===== config.mk =====
export PLATFORM = sky130hd
export DESIGN_NAME = pwm_ramp_ctrl
export DESIGN_NICKNAME = d
export VERILOG_FILES = /design/src/rtl/pwm_ctrl_pkg.sv /design/src/rtl/ramp_tick_gen.sv /design/src/rtl/pwm_ramp_ctrl.sv
export SDC_FILE = /design/constraint.sdc
export NUM_CORES = 1
export LEC_CHECK = 0
export BUFFER_PORTS_ARGS = -buffer_cell sky130_fd_sc_hd__buf_2
export CORE_MARGIN = 1
export CORE_UTILIZATION = 60
export CTS_BUF_LIST = sky130_fd_sc_hd__clkbuf_2 sky130_fd_sc_hd__clkbuf_4 sky130_fd_sc_hd__clkbuf_8
export DETAILED_ROUTE_END_ITERATION = 8
export GPL_ROUTABILITY_DRIVEN = 1
export GPL_TIMING_DRIVEN = 0
export HOLD_SLACK_MARGIN = 0.12
export PLACE_DENSITY = 0.87
export SKIP_LAST_GASP = 1
export SYNTH_ARGS = -nofsm -noshare
export SYNTH_HDL_FRONTEND = slang
export SYNTH_SLANG_ARGS = --single-unit
export TNS_END_PERCENT = 100

===== constraint.sdc =====
create_clock -name i_clk -period 6.4 [get_ports i_clk]
set_input_delay 0.64 -clock i_clk [delete_from_list [all_inputs] [get_ports i_clk]]
set_output_delay 0.64 -clock i_clk [all_outputs]
set_load 0.05 [all_outputs]

===== src/rtl/pwm_ctrl_pkg.sv =====
// rtl/pwm_ctrl_pkg.sv - shared types, widths and defaults for the PWM ramp controller
package pwm_ctrl_pkg;

  localparam int DUTY_W           = 8;
  localparam int DEF_RAMP_DIV     = 100000;
  localparam int DEF_STEP         = 1;
  localparam int DEF_DEAD_CYCLES  = 50000;

  typedef enum logic [2:0] {
    ST_IDLE,
    ST_RAMP,
    ST_DOWN,
    ST_DEAD,
    ST_HOLD
  } state_t;

  // One step from cur toward goal, clamped to goal; 9-bit math so nothing wraps.
  function automatic logic [DUTY_W-1:0] step_toward(input logic [DUTY_W-1:0] cur,
                                                    input logic [DUTY_W-1:0] goal,
                                                    input logic [DUTY_W-1:0] step);
    logic [DUTY_W:0] c;
    logic [DUTY_W:0] g;
    logic [DUTY_W:0] s;
    logic [DUTY_W:0] r;
    c = {1'b0, cur};
    g = {1'b0, goal};
    s = {1'b0, step};
    r = c;
    if (c < g) begin
      r = c + s;
      if (r > g) r = g;
    end else if (c > g) begin
      if ((c - g) <= s) r = g;
      else              r = c - s;
    end
    return r[DUTY_W-1:0];
  endfunction

endpackage


===== src/rtl/ramp_tick_gen.sv =====
// rtl/ramp_tick_gen.sv - reloadable down-counter producing a tick every load+1 cycles
module ramp_tick_gen #(
  parameter int W = 17
) (
  input  logic         clk,
  input  logic         rst_n,
  input  logic         clear,
  input  logic [W-1:0] load,
  output logic         tick
);

  logic [W-1:0] cnt;

  assign tick = (cnt == '0);

  always_ff @(posedge clk or negedge rst_n) begin
    if (!rst_n)                cnt <= '0;
    else if (clear || tick)    cnt <= load;
    else                       cnt <= cnt - 1'b1;
  end

endmodule


===== src/rtl/pwm_ramp_ctrl.sv =====
// rtl/pwm_ramp_ctrl.sv - duty ramp sequencer with reversal dead time; optional o_irq under PWM_RAMP_IRQ_EN
module pwm_ramp_ctrl
  import pwm_ctrl_pkg::*;
#(
  parameter int RAMP_DIV    = DEF_RAMP_DIV,
  parameter int STEP        = DEF_STEP,
  parameter int DEAD_CYCLES = DEF_DEAD_CYCLES
) (
  input  logic              i_clk,
  input  logic              i_reset,
  input  logic              i_cmd_valid,
  output logic              o_cmd_ready,
  input  logic [DUTY_W-1:0] i_cmd_duty,
  input  logic              i_cmd_dir,
  input  logic              i_stop,
  output logic [DUTY_W-1:0] o_ocr,
  output logic              o_dir,
  output logic              o_busy
`ifdef PWM_RAMP_IRQ_EN
  ,
  output logic              o_irq
`endif
);

  localparam int CNT_MAX = (RAMP_DIV > DEAD_CYCLES) ? RAMP_DIV : DEAD_CYCLES;
  localparam int CNT_W   = $clog2(CNT_MAX + 1);
  localparam logic [DUTY_W-1:0] STEP_V = DUTY_W'(STEP);

  state_t            state_q, state_n;
  logic [DUTY_W-1:0] ocr_q, ocr_n;
  logic              dir_q, dir_n;
  logic [DUTY_W-1:0] tgt_q, tgt_n;
  logic              tdir_q, tdir_n;
  logic [DUTY_W-1:0] goal;
  logic [CNT_W-1:0]  tick_load;
  logic              tick_clear;
  logic              tick;

  // Counter restarts only on a real state change, so a held stop inside RAMP keeps stepping.
  assign tick_clear = (state_n != state_q);
  assign tick_load  = (state_n == ST_DEAD) ? CNT_W'(DEAD_CYCLES - 1) : CNT_W'(RAMP_DIV - 1);

  ramp_tick_gen #(.W(CNT_W)) u_tick (
    .clk   (i_clk),
    .rst_n (i_reset),
    .clear (tick_clear),
    .load  (tick_load),
    .tick  (tick)
  );

  always_comb begin
    state_n = state_q;
    ocr_n   = ocr_q;
    dir_n   = dir_q;
    tgt_n   = tgt_q;
    tdir_n  = tdir_q;
    goal    = i_stop ? '0 : tgt_q;
    case (state_q)
      ST_IDLE, ST_HOLD: begin
        if (i_stop) begin
          if (state_q == ST_HOLD) begin
            tgt_n   = '0;
            tdir_n  = dir_q;
            state_n = ST_RAMP;
          end
        end else if (i_cmd_valid) begin
          tgt_n  = i_cmd_duty;
          tdir_n = i_cmd_dir;
          if (i_cmd_dir == dir_q && i_cmd_duty == ocr_q) begin
            state_n = (i_cmd_duty == '0) ? ST_IDLE : ST_HOLD;
          end else if (i_cmd_dir == dir_q || ocr_q == '0) begin
            dir_n   = i_cmd_dir;
            state_n = ST_RAMP;
          end else begin
            state_n = ST_DOWN;
          end
        end
      end
      ST_RAMP: begin
        if (i_stop) begin
          tgt_n  = '0;
          tdir_n = dir_q;
        end
        if (ocr_q == goal) begin
          state_n = (goal == '0) ? ST_IDLE : ST_HOLD;
        end else if (tick) begin
          ocr_n = step_toward(ocr_q, goal, STEP_V);
          if (ocr_n == goal) state_n = (goal == '0) ? ST_IDLE : ST_HOLD;
        end
      end
      ST_DOWN: begin
        if (i_stop) begin
          tgt_n   = '0;
          tdir_n  = dir_q;
          state_n = ST_RAMP;
        end else if (tick) begin
          ocr_n = step_toward(ocr_q, '0, STEP_V);
          if (ocr_n == '0) state_n = ST_DEAD;
        end
      end
      ST_DEAD: begin
        if (i_stop) begin
          state_n = ST_IDLE;
        end else if (tick) begin
          dir_n   = tdir_q;
          state_n = ST_RAMP;
        end
      end
      default: state_n = ST_IDLE;
    endcase
  end

  always_ff @(posedge i_clk or negedge i_reset) begin
    if (!i_reset) begin
      state_q <= ST_IDLE;
      ocr_q   <= '0;
      dir_q   <= 1'b0;
      tgt_q   <= '0;
      tdir_q  <= 1'b0;
    end else begin
      state_q <= state_n;
      ocr_q   <= ocr_n;
      dir_q   <= dir_n;
      tgt_q   <= tgt_n;
      tdir_q  <= tdir_n;
    end
  end

  assign o_ocr       = ocr_q;
  assign o_dir       = dir_q;
  assign o_cmd_ready = (state_q == ST_IDLE) || (state_q == ST_HOLD);
  assign o_busy      = (state_q == ST_RAMP) || (state_q == ST_DOWN) || (state_q == ST_DEAD);

`ifdef PWM_RAMP_IRQ_EN
  logic irq_q;

  // Completion events: ramp finished (HOLD/IDLE) or a dead-time wait aborted into IDLE.
  always_ff @(posedge i_clk or negedge i_reset) begin
    if (!i_reset) irq_q <= 1'b0;
    else          irq_q <= ((state_q == ST_RAMP) && (state_n == ST_HOLD || state_n == ST_IDLE)) ||
                           ((state_q == ST_DEAD) && (state_n == ST_IDLE));
  end

  assign o_irq = irq_q;
`endif

endmodule


* Word level (Yosys, flattened, before mapping)
Index checks and enable logic that the tools add are counted.
** Storage, ports and cells
- Flip-flop bits (word level) :: 38
- Input port bits :: 13
- Output and inout port bits :: 11
- Word-level logic and storage cells :: 112
** Operators by class
- Add/sub/neg operators :: 4
- $lt $le $gt $ge :: 6
- Eq/ne operators :: 23
- Mux-type cells :: 52
- Reductions and logical operators :: 21
** Operators by type and width (number)
- 8-bit two-way mux :: 20
- 3-bit two-way mux :: 14
- 17-bit two-way mux :: 2
- 8-bit zero test :: 4
- 8-bit one-hot mux with 2 select lines :: 2
- 8-bit == test :: 3
- 17-bit zero test :: 1
- 17-bit by 1-bit subtractor with 17-bit output (second input constant) :: 1
- 2-bit != test (second input constant) :: 7
- 3-bit one-hot mux with 4 select lines :: 1
- 1-bit two-way mux :: 10
- 8-bit by 1-bit adder with 9-bit output (second input constant) :: 1
- 3-bit by 2-bit == test with 1-bit output (second input constant) :: 3
- 9-bit by 8-bit > comparator with 1-bit output :: 1
- 9-bit by 1-bit less-or-equal comparator with 1-bit output (second input constant) :: 1
- 8-bit by 8-bit subtractor with 9-bit output :: 1
- 8-bit by 1-bit > comparator with 1-bit output (second input constant) :: 1
- 8-bit > comparator :: 1
- 8-bit by 1-bit less-or-equal comparator with 1-bit output (second input constant) :: 1
- 8-bit less-than comparator :: 1
- 2-bit by 1-bit != test with 1-bit output (second input constant) :: 4
- 8-bit by 1-bit subtractor with 8-bit output (second input constant) :: 1
- 7-bit AND reduction :: 1
- 3-bit != test (second input constant) :: 2
- 14 further kinds :: 22

* Longest topological paths before layout
Gate-level depths: netlist (run 1).
- Word-level depth :: 17
- Depth in mapped cells :: 14
- Mapped depth without buffers :: 14

* Modules after synthesis
Synthesis (run 1) repeated with hierarchy kept, for this count alone.
** Second synthesis, totals
- Cells, all modules :: 533
- Area total of the unflattened synthesis :: 4275.4 um^2
** Modules (own cells, without submodules)
- pwm_ramp_ctrl :: times used 1, cells each 449, area each 3240.6 um^2, seq. area each 525.5 um^2
- ramp_tick_gen :: times used 1, cells each 84, area each 1034.7 um^2, seq. area each 425.4 um^2

* Least setup slack after synthesis (run 1)
No wires, ideal clock.
- Kind :: register to register
- Start :: reg ocr_q[0], in the netlist o_ocr[0]
- End :: reg state_q[0]
- Library setup time :: 134 ps
- Arrival :: 3993 ps
- Required time :: 6266 ps
- Path slack :: 2273 ps
- Cell stages (with the launch flop) :: 15
- Buffers on the path :: 1
- Clock period less this slack :: 4127 ps
- Cell sequence :: dfrtp_1 -> clkbuf_1 -> inv_1 -> ha_1 -> inv_1 -> fa_1 -> inv_1 -> o2111ai_1 -> a311o_1 -> nor4_1 -> a21oi_1 -> or4b_1 -> nor4_2 -> and3_1 -> o21ai_1
** On the way
- Word-level cells in the longest chain between the ends :: 13
- Elaborated cells between the ends (all ways) :: 39
- Those cells by class :: add/sub (3); order compare (6); eq/ne (3); mux (23); reduce/logical (4)
** RTL lines
- start, declared :: line pwm_ramp_ctrl.sv:30 : logic [DUTY_W-1:0] ocr_q, ocr_n;
- start signal, assigned :: line pwm_ramp_ctrl.sv:122 : ocr_q <= ocr_n;
- 8-bit by 8-bit subtractor with 9-bit output :: line pwm_ctrl_pkg.sv:33 : if ((c - g) <= s) r = g;
- 9-bit by 1-bit less-or-equal comparator with 1-bit output :: line pwm_ctrl_pkg.sv:33
- 8-bit two-way mux :: line pwm_ctrl_pkg.sv:33
- 8-bit two-way mux :: line pwm_ctrl_pkg.sv:32 : end else if (c > g) begin
- 8-bit two-way mux :: line pwm_ctrl_pkg.sv:29 : if (c < g) begin
- 8-bit two-way mux :: line pwm_ramp_ctrl.sv:86 : end else if (tick) begin
- 8-bit two-way mux :: line pwm_ramp_ctrl.sv:84 : if (ocr_q == goal) begin
- 8-bit two-way mux :: line pwm_ramp_ctrl.sv:58 : case (state_q)
- 8-bit == test :: line pwm_ramp_ctrl.sv:88 : if (ocr_n == goal) state_n = (goal == '0) ? ST_IDLE : ST_HOLD;
- 3-bit two-way mux :: line pwm_ramp_ctrl.sv:88
- 3-bit two-way mux :: line pwm_ramp_ctrl.sv:86
- 3-bit two-way mux :: line pwm_ramp_ctrl.sv:84
- 3-bit one-hot mux with 4 select lines * :: line pwm_ramp_ctrl.sv:58
- via state_n[0] :: line pwm_ramp_ctrl.sv:29 : state_t state_q, state_n;
- end signal, assigned :: line pwm_ramp_ctrl.sv:121 : state_q <= state_n;
- end, declared :: line pwm_ramp_ctrl.sv:29
The timed path passes the listed nets; every way through them passes the cells marked *. The select of a mux whose other input is x is not followed.
A chain may end at the register's enable or synchronous reset.

* Worst setup path in the final report (run 1)
Ends and elaborated chain as after synthesis.

==> flow_summary.toml, run 1 <==
[placed_design]
placed_cells = 605
numPortBuffers = 23
hpwl_mm = 9.15
gp_congestion = 1.05

[setup_path]
r2r_cells = 14
r2r-start = "o_ocr[0]"
crit_fanout = 10
r2r_setup_slack_ns = 1.38
path_class = "register to register"
critPathRequiredTime_ns = 6.56
path_cells = "clkbuf_1 -> inv_1 -> ha_1 -> inv_1 -> fa_1 -> inv_1 -> o2111ai_1 -> a311o_1 -> nor4_1 -> a21oi_1 -> or4b_1 -> nor4_2 -> and3_1 -> o21ai_1"
cpMostUsedCell = "inv_1"
cp.arrival_ns = 5.17
worst_path_max_delay_cell = "nor4_1"
end_kind = "register"
r2r_end = "state_q[0]"
critPathCapture = "state_q[0]"
start_kind = "register"
crit_start = "o_ocr[0]"
slowest_delay_ns = 1.05

[pwr]
p_sw_mw = 1.16
clkPwrFrac = 0.086
combPwrFrac = 0.751
ir_worst_vdd_mv = 0.319
totalPowerFinal_mw = 2.06
power_density_nw_per_um2 = 493
swShare = 0.564
p_int_mw = 0.898
p_seq_frac = 0.163
leakagePower_nw = 1.70

[synth]
ys_seq_area_frac = 0.245
syn_inst = 507
synthFlopType = "dfrtp_1"
synth_common_cells = "nand2_1 (48), o21ai_0 (47), a21oi_1 (40), nor2_1 (39), dfrtp_1 (38)"
yosysMostFrequentCell = "nand2_1"
ys_top_cells_by_area = "dfrtp_1 (25%), xnor2_1 (7.9%), ha_1 (6.8%)"
synth-edff-count = 0
yosys.area.top_type = "dfrtp_1"
synth_seq_cells = 38
syn-num-nets = 542
synth_top_area_frac = 0.245
avgSynthCellArea_sq_um = 7.65
synth_warnings = 0
synthArstFlopShare = 1.00
synth_area_sq_um = 3880
ys_types = 69

[timing]
max_slew.worst_pin.slew_ns = 1.26
fin_crit_sh = 0.784
tns_ns = 0
finalMaxSlewViolations = 0
max-slew-margin-rel = 0.150
finClkSkew_ns = 0.00990
period_needed_ns = 5.02
fmax_mhz = 199
fin_hold_ws_ns = 0.430
finalHoldViolations = 0
finalSetupViolations = 0
grt_setup_unrepaired = "false"

[cells_and_area]
final_layout_size_suffix_gt1_frac = 0.0911
fin_cells = 613
diodes = 0
fill_cells = 514
final_nets = 572
syn2layout_area_growth_pct = 7.84

[grt]
overflow = 0
grt_pass1_vias = 3962
grt_use_met2 = 0.594
grt_use_total = 0.387
grt.met1_usage = 0.501
antenna_found_initial = 0
grt_pass1_wl_mm = 19.5
grtUsageMet3 = 0.0923
top_usage_layer = "met2"
grt_max_degree = 39

[detailed_routing]
route.vias.total = 4298
drt_first_pass_iters = 5
drt-vias-per-instance = 7.01
ant_nets = 0
first_iter_violations = 595
drt-total-wl_mm = 12.2
drc = 0
wire_per_inst_microns = 19.9

[cts]
htreeDepth = 2
clkTransAtPathRegs_ns = 0.08
cts_tree = "done"
cts_inserted_buffers = 5
clkSinkCount = 38
cts-resized-gates = 0
ctsHoldBuffers = 0
clock_path_buffers = 2
root_buffer = "clkbuf_8"
post_cts_buffers = 0
clk-insertion-delay-late_ns = 0.30

[flow_run]
maxCapViolCount = 0

[die]
ioPinCount = 24
die-area_sq_um = 6790
rows = 28
core_region_area_sq_um = 6060
initial_core_util = 0.640
die_w_microns = 82.4
fp.dieH_microns = 82.4

[min_path]
worst_hold_path_type = "primary input to async pin"

[run_status]
status = "completed"
[through the flow]
step,cell area [sq um],util,setup WS (ns)
3_5_place_dp,4090,0.674,1.34
2_1_floorplan,3880,-,2.27
5_1_grt,4180,0.690,1.20
3_3_place_gp,4090,0.674,1.34
6_report,4180,0.690,1.38
4_1_cts,4180,0.690,1.55
[cell type report]
type,instances,area (sq um),share of cell area
flip-flops and latches,38,951,0.227
clock buffers,6,82.6,0.0198
well taps,75,93.8,0.0224
inverters,20,75.1,0.0180
plain buffers,29,110,0.0263
repair buffers,23,115,0.0275
multi-input cells,420,2740,0.655
clock inverters,2,12.5,0.00299
[worst min-delay path by stage]
stage | start | endpoint | slack [ns] | depth (start not counted)
5_1_grt | i_reset | u_tick.cnt[11] | 0.51 | 1
3_3_place_gp | u_tick.cnt[0] | u_tick.cnt[0] | 0.47 | 1
2_1_floorplan | i_reset | o_dir | 0.34 | 0
3_5_place_dp | u_tick.cnt[0] | u_tick.cnt[0] | 0.48 | 1
4_1_cts | i_reset | u_tick.cnt[11] | 0.47 | 1
6_report | i_reset | u_tick.cnt[11] | 0.43 | 1
[placed cells by master (no fill, tap or decap), types with 3 or more instances in the layout]
cell type / synthesis / routed
a21oi_1: 40 / 40
a221oi_1: 3 / 3
a22oi_1: 10 / 10
a311o_1: 3 / 3
a31o_2: 3 / 3
a31oi_1: 5 / 5
and2_1: 4 / 4
and3_1: 5 / 5
buf_2: 1 / 24
clkbuf_1: 26 / 26
clkbuf_8: 0 / 6
dfrtp_1: 38 / 38
ha_1: 21 / 21
inv_1: 20 / 20
nand2_1: 48 / 48
nand2b_1: 12 / 12
nand3_1: 15 / 15
nand4_1: 8 / 8
nor2_1: 39 / 39
nor2b_1: 9 / 9
nor3_1: 12 / 12
nor3b_1: 5 / 5
nor4_1: 8 / 8
o211ai_1: 8 / 8
o21a_1: 3 / 3
o21ai_0: 47 / 47
o221ai_1: 4 / 4
o22ai_1: 4 / 4
o311ai_0: 3 / 3
o31ai_1: 4 / 4
or3_1: 5 / 5
or4_1: 7 / 7
xnor2_1: 35 / 35
xor2_1: 9 / 9
[flip-flops by register name, summed over array words and instances, names as in the netlist]
name        cells
o_dir           1
o_ocr           8
state_q         3
tdir_q          1
tgt_q           8
u_tick.cnt     17
[critical path: cells and delay by family, from the launching register on]
kind                       cells  cell delay (ns)
AOI/OAI and AO/OA              4             0.66
adders and majority gates      2             0.67
and+or+nand+nor                4             2.22
buffers and inverters          4             0.84
DFF                            1             0.49
[power by group through the flow]
stage               Clock [mW]  Combinational (mW)  Sequential, mW
finish                   0.177                1.55           0.337
global route             0.186                1.66           0.341
CTS                      0.177                1.47           0.335
detailed placement           0                1.46           0.339
global placement             0                1.43           0.336
floorplan                    0                1.07           0.338
[layer usage]
| layer | part of all wire | up-vias |
|---|---|---|
| li1 | - | 1943 |
| met5 | 0 | - |
| met2 | 0.43 | 289 |
| met3 | 0.11 | 69 |
| met4 | 0.053 | 0 |
| met1 | 0.40 | 1997 |
[logic make-up after synthesis]
| kind of cell | after synthesis | share of synthesized area |
|---|---|---|
| fa+ha+maj | 22 | 0.0729 |
| flops | 38 | 0.245 |
| buf+inv | 49 | 0.0478 |
| xor+xnor | 44 | 0.0994 |
| simple gates | 193 | 0.265 |
| mux | 4 | 0.0110 |
| compound gates | 157 | 0.259 |
(Power assumes the default switching activity.)
==> run 2, diff against run 1 <==
--- a/config.mk
+++ b/config.mk
@@ -5,15 +5,16 @@
 export SDC_FILE = /design/constraint.sdc
 export NUM_CORES = 1
 export LEC_CHECK = 0
+export ABC_AREA = 1
 export BUFFER_PORTS_ARGS = -buffer_cell sky130_fd_sc_hd__buf_2
 export CORE_MARGIN = 1
-export CORE_UTILIZATION = 60
+export CORE_UTILIZATION = 58
 export CTS_BUF_LIST = sky130_fd_sc_hd__clkbuf_2 sky130_fd_sc_hd__clkbuf_4 sky130_fd_sc_hd__clkbuf_8
 export DETAILED_ROUTE_END_ITERATION = 8
 export GPL_ROUTABILITY_DRIVEN = 1
 export GPL_TIMING_DRIVEN = 0
 export HOLD_SLACK_MARGIN = 0.12
-export PLACE_DENSITY = 0.87
+export PLACE_DENSITY = 0.88
 export SKIP_LAST_GASP = 1
 export SYNTH_ARGS = -nofsm -noshare
 export SYNTH_HDL_FRONTEND = slang
==> constraint.sdc (replaced) <==
create_clock -name i_clk -period 4.1 [get_ports i_clk]
set_input_delay 0.41 -clock i_clk [delete_from_list [all_inputs] [get_ports i_clk]]
set_output_delay 0.41 -clock i_clk [all_outputs]
set_load 0.05 [all_outputs]
==> flow_summary.toml, run 2 <==
[cts]
htreeDepth = 2
ctsHoldBuffers = 0
clkSinkCount = 38
cts_tree = "done"
clk-insertion-delay-late_ns = 0.29
cts_inserted_buffers = 5
clock_path_buffers = 2
clkTransAtPathRegs_ns = 0.08
root_buffer = "clkbuf_8"

[pwr]
leakagePower_nw = 2.61
totalPowerFinal_mw = 2.75
power_density_nw_per_um2 = 541
ir_worst_vdd_mv = 0.436

[timing]
finalHoldViolations = 0
period_needed_ns = 4.18
max_slew.worst_pin.slew_ns = 1.14
grt_setup_unrepaired = "true"
fin_hold_ws_ns = 0.203
finalMaxSlewViolations = 0
setup_ws_ns = -0.0789
max-slew-margin-rel = 0.232
finalSetupViolations = 8
fin_crit_sh = 1.02
finClkSkew_ns = 0.00964
fmax_mhz = 239

[synth]
synthArstFlopShare = 1.00
synthFlopType = "dfrtp_1"
ys_types = 45
ys_top_cells_by_area = "dfrtp_1 (23%), nand2_1 (16%), inv_1 (9.4%)"
synth_warnings = 0
synth_seq_cells = 38
synth_common_cells = "nand2_1 (171), inv_1 (102), nand3_1 (63), nor2_1 (54), dfrtp_1 (38)"
synth-edff-count = 0
yosys.area.top_type = "dfrtp_1"
synth_top_area_frac = 0.233
yosysMostFrequentCell = "nand2_1"
syn-num-nets = 676
avgSynthCellArea_sq_um = 6.38
syn_inst = 641
synth_area_sq_um = 4090
ys_seq_area_frac = 0.233

[cells_and_area]
final_layout_size_suffix_gt1_frac = 0.244
layout_common_cells = "nand2_1 (160), inv_1 (93), nand3_1 (51), nor2_1 (42), buf_4 (38)"
final_cell_area_sq_um = 5080
layout_commonest_cell = "nand2_1"
final_nets = 744
diodes = 0
syn2layout_area_growth_pct = 24.3
largest-register = "u_tick.cnt"
largest_reg_flops = 17
final_util = 0.748

[placed_design]
numPortBuffers = 22
gp_congestion = 1.04
placed_area_sq_um = 4320
hpwl_mm = 9.47

[die]
die_w_microns = 85.9
ioPinCount = 24
rows = 30
fp.dieH_microns = 85.9
core_region_area_sq_um = 6790
initial_core_util = 0.601
die-area_sq_um = 7380

[detailed_routing]
first_iter_violations = 517
wire_per_inst_microns = 17.1
drt_first_pass_iters = 8
drt-total-wl_mm = 13.8
ant_nets = 0
route.vias.total = 4803
drc = 0
drt-vias-per-instance = 5.97

[grt]
grt_max_degree = 39
antenna_found_initial = 0
overflow = 0
grt_pass1_wl_mm = 20.2
grt_pass1_vias = 4165
grt_use_total = 0.353

[setup_path]
start_kind = "register"
path_class = "register to register"
end_kind = "register"
crit_fanout = 6
critPathRequiredTime_ns = 4.28
cp.arrival_ns = 4.36
r2r_cells = 27
worst_path_max_delay_cell = "dfrtp_2"
slowest_delay_ns = 0.44

[flow_run]
maxCapViolCount = 0

[min_path]
worst_hold_path_type = "primary input to async pin"

[run_status]
violations = "setup timing"
status = "finished with violations"
-- run 2: cell count changes after synthesis, moves of 9 or more --
cell / change
nand3_1: +48
nand4_1: +19
nand2_1: +123
nor2_1: +15
nand2b_1: -12
nor2b_1: -9
a21oi_1: -15
inv_1: +82
xnor2_1: -26
a22oi_1: -10
clkbuf_1: -22
o21ai_0: -22
nand2_2: +10
-- run 2: cell type report --
cell class / count / area (sq um)
plain buffers: 14 / 109
fillers: 528 / 1710
inverters: 107 / 410
multi-input cells: 484 / 3010
flip-flops and latches: 38 / 955
clock inverters: 2 / 10.0
repair buffers: 59 / 395
clock buffers: 5 / 68.8
well taps: 96 / 120
-- run 2: power breakdown --
| group | switching, mW | internal [mW] | leakage (nW) | total [mW] |
|---|---|---|---|---|
| clock | 0.131 | 0.114 | 0.0438 | 0.245 |
| combinational | 1.30 | 0.704 | 2.09 | 2.00 |
| sequential | 0.0575 | 0.445 | 0.469 | 0.502 |
| total | 1.49 | 1.26 | 2.61 | 2.75 |
-- run 2: through the flow --
| stage | std cells | setup TNS (ns) | setup WS (ns) |
|---|---|---|---|
| global placement | 759 | -6.12 | -0.417 |
| detailed placement | 759 | -7.01 | -0.461 |
| finish | 805 | -0.511 | -0.0789 |
| CTS | 773 | 0 | 0.0196 |
| global route | 805 | -4.90 | -0.342 |
| floorplan | 641 | 0 | 0.134 |
-- run 2: layer usage --
metal | share of wire | up-vias | global-route usage
li1 | - | 2240 | -
met1 | 0.39 | 2188 | 0.448
met2 | 0.47 | 280 | 0.597
met3 | 0.088 | 95 | 0.0568
met4 | 0.054 | 0 | 0.142
met5 | 0 | - | 0
-- run 2: worst paths after layout --
check	from	endpoint	slack [ns]
setup / recovery	o_ocr[0]	u_tick.cnt[4]	-0.08
max in group asynchronous	i_reset	o_ocr[1]	3.34
setup reg to reg	o_ocr[0]	u_tick.cnt[4]	-0.08
hold / removal	i_reset	o_ocr[5]	0.20
min in group i_clk	tdir_q	tdir_q	0.52
hold reg to reg	tdir_q	tdir_q	0.52
-- run 2: cell families (layout without fill, tap and decap cells) --
logic type / count (synthesis) / in the layout / synth area share
AOI/OAI and AO/OA: 76 / 76 / 0.107
muxes: 1 / 1 / 0.00276
DFF: 38 / 38 / 0.233
buffers and inverters: 121 / 187 / 0.120
and+or+nand+nor: 358 / 360 / 0.415
xor gates and xnor gates: 25 / 25 / 0.0536
adders and majority gates: 22 / 22 / 0.0692
-- run 2: critical path: cells and delay by family, from the launching register on --
kind / cells / cell delay, ns
buffers and inverters: 5 / 0.55
flip-flops: 1 / 0.44
adder cells (fa/ha/maj): 1 / 0.29
AND/OR/NAND/NOR: 19 / 2.36
XOR/XNOR: 1 / 0.22
AO/OA/AOI/OAI: 1 / 0.18
-- run 2: repair_timing --
item	CTS	global route
cloned	0	2
pin swaps	1	46
resized for setup	12	90
setup buffers	7	30
endpoints found under the setup margin	17	17
==> run 3, diff against run 2 <==
--- a/config.mk
+++ b/config.mk
@@ -8,15 +8,16 @@
 export ABC_AREA = 1
 export BUFFER_PORTS_ARGS = -buffer_cell sky130_fd_sc_hd__buf_2
 export CORE_MARGIN = 1
-export CORE_UTILIZATION = 58
+export CORE_UTILIZATION = 60
 export CTS_BUF_LIST = sky130_fd_sc_hd__clkbuf_2 sky130_fd_sc_hd__clkbuf_4 sky130_fd_sc_hd__clkbuf_8
 export DETAILED_ROUTE_END_ITERATION = 8
 export GPL_ROUTABILITY_DRIVEN = 1
 export GPL_TIMING_DRIVEN = 0
 export HOLD_SLACK_MARGIN = 0.12
-export PLACE_DENSITY = 0.88
+export PLACE_DENSITY = 0.87
 export SKIP_LAST_GASP = 1
 export SYNTH_ARGS = -nofsm -noshare
 export SYNTH_HDL_FRONTEND = slang
+export SYNTH_HIERARCHICAL = 1
 export SYNTH_SLANG_ARGS = --single-unit
 export TNS_END_PERCENT = 100
==> constraint.sdc (replaced) <==
create_clock -name i_clk -period 4.7 [get_ports i_clk]
set_input_delay 0.47 -clock i_clk [delete_from_list [all_inputs] [get_ports i_clk]]
set_output_delay 0.47 -clock i_clk [all_outputs]
set_load 0.05 [all_outputs]
==> flow_summary.toml, run 3 <==
[run_status]
status = "completed"

[cts]
clkSinkCount = 38
htreeDepth = 2
clk-insertion-delay-late_ns = 0.30
clkTransAtPathRegs_ns = 0.08
root_buffer = "clkbuf_8"
clock_path_buffers = 2
cts_inserted_buffers = 5
ctsHoldBuffers = 0
cts_tree = "done"

[cells_and_area]
final_nets = 768
largest-register = "u_tick/cnt"
syn2layout_area_growth_pct = 9.37
final_layout_size_suffix_gt1_frac = 0.146
largest_reg_flops = 17
fill_cells = 643
layout_common_cells = "nand2_1 (225), inv_1 (95), nor2_1 (62), nand3_1 (50), o21ai_0 (41)"
diodes = 0
layout_commonest_cell = "nand2_1"
fin_cells = 828

[die]
die_w_microns = 85.9
core_region_area_sq_um = 6790
ioPinCount = 24
die-area_sq_um = 7380
initial_core_util = 0.621
fp.dieH_microns = 85.9
rows = 30

[timing]
tns_ns = 0
fin_crit_sh = 0.914
finClkSkew_ns = 0.00982
finalMaxSlewViolations = 0
setup_ws_ns = 0.403
finalHoldViolations = 0
finalSetupViolations = 0
fmax_mhz = 233
max_slew.worst_pin.slew_ns = 0.902
max-slew-margin-rel = 0.399
period_needed_ns = 4.30
grt_setup_unrepaired = "false"

[grt]
antenna_found_initial = 0
grt_pass1_vias = 4116
grtUsageMet3 = 0.0346
grt_use_total = 0.333
grt.met1_usage = 0.436
grt_max_degree = 39
grt_pass1_wl_mm = 19.3
overflow = 0
top_usage_layer = "met2"
grt_use_met2 = 0.571

[setup_path]
critPathCapture = "u_tick/cnt[15]"
r2r-start = "o_ocr[3]"
r2r_end = "u_tick/cnt[15]"
start_kind = "primary input"
cp.arrival_ns = 4.54
path_class = "primary input to register"
crit_fanout = 10
critPathRequiredTime_ns = 4.94
crit_start = "i_stop"
slowest_delay_ns = 0.41
r2r_cells = 29
cpMostUsedCell = "nand2_1"
end_kind = "register"
r2r_setup_slack_ns = 0.46
worst_path_max_delay_cell = "ha_1"

[synth]
yosys.area.top_type = "dfrtp_1"
synth_warnings = 6
synth_seq_cells = 38
avgSynthCellArea_sq_um = 6.11
ys_top_cells_by_area = "dfrtp_1 (23%), nand2_1 (20%), inv_1 (8.4%)"
ys_seq_area_frac = 0.225
synth-edff-count = 0
synth_common_cells = "nand2_1 (225), inv_1 (95), nor2_1 (66), nand3_1 (50), o21ai_0 (42)"
synth_top_area_frac = 0.225
synth_area_sq_um = 4220
syn_inst = 691
ys_types = 38
synthArstFlopShare = 1.00
synthFlopType = "dfrtp_1"
yosysMostFrequentCell = "nand2_1"

[pwr]
totalPowerFinal_mw = 2.38
leakagePower_nw = 2.45
ir_worst_vdd_mv = 0.302
power_density_nw_per_um2 = 516

[detailed_routing]
wire_per_inst_microns = 14.4
drc = 0
route.vias.total = 4552
drt_first_pass_iters = 5
drt-total-wl_mm = 11.9
drt-vias-per-instance = 5.50
ant_nets = 0
first_iter_violations = 311

[placed_design]
hpwl_mm = 9.45
preCtsSetupSlack_ns = 0.143
placed_cells = 818
numPortBuffers = 23
gp_congestion = 0.984

[min_path]
worst_hold_path_type = "primary input to async pin"

[flow_run]
maxCapViolCount = 0
## run 3: cell count changes in the layout (fill, tap and decap cells not counted), sizes merged, moves of 4 or more
cell and delta:
o21ai +19, nor3 -6, nand2 +67, inv -5, nand3b +4, conb +10, nand3 -9, nand4 -19
a21oi -10, nor2 +18, buf -34, xnor2 -6
## run 3: critical path: cells and delay by family
kind / cells / cell delay, ns
buf+inv: 6 / 1.24
simple gates: 17 / 2.01
compound gates: 2 / 0.40
fa+ha+maj: 1 / 0.41
## run 3: final cells by class
cell class	count	area (sq um)	area share
Inverter	99	372	0.0805
Sequential cell	38	953	0.207
Tap cell	96	120	0.0260
Clock inverter	2	12.5	0.00271
Timing Repair Buffer	25	130	0.0282
Buffer	14	101	0.0220
Clock buffer	6	82.6	0.0179
Multi-Input combinational cell	548	2850	0.616
## run 3: cells by family (layout without fill, tap and decap cells)
logic type | after synthesis | count (layout) | synth area share
compound gates | 79 | 79 | 0.105
xor+xnor | 18 | 18 | 0.0373
other cells | 2 | 10 | 0.00178
buf+inv | 113 | 146 | 0.112
simple gates | 417 | 417 | 0.445
flops | 38 | 38 | 0.225
fa+ha+maj | 24 | 24 | 0.0729
## run 3: where the power goes
part           switching (mW)  internal, mW  leakage (nW)
clock network           0.129         0.118        0.0472
registers               0.102         0.455         0.463
logic                    1.04         0.540          1.94
## run 3: timing repair
action | CTS | global route
setup buffers | 0 | 2
resized for setup | 0 | 8
setup endpoints to repair | 0 | 16
## run 3: layer usage
layer	vias to the layer above	share of wire
met1	2077	0.43
li1	2262	-
met4	0	0.026
met5	-	0
met2	181	0.48
met3	32	0.067
## run 3: worst min path at each step
stage	end	slack, ns
finish	u_tick/cnt[13]	0.30
global route	u_tick/cnt[5]	0.36
CTS	u_tick/cnt[15]	0.33
detailed placement	u_tick/cnt[0]	0.49
global placement	u_tick/cnt[0]	0.49
floorplan	o_dir	0.17
## run 3: through the flow
stage          hold WS, ns  instance area (sq um)  utilization
6_report             0.300                   4620        0.680
4_1_cts              0.334                   4580        0.674
3_3_place_gp         0.490                   4490        0.660
3_5_place_dp         0.490                   4490        0.660
2_1_floorplan        0.174                   4250            -
5_1_grt              0.362                   4620        0.680
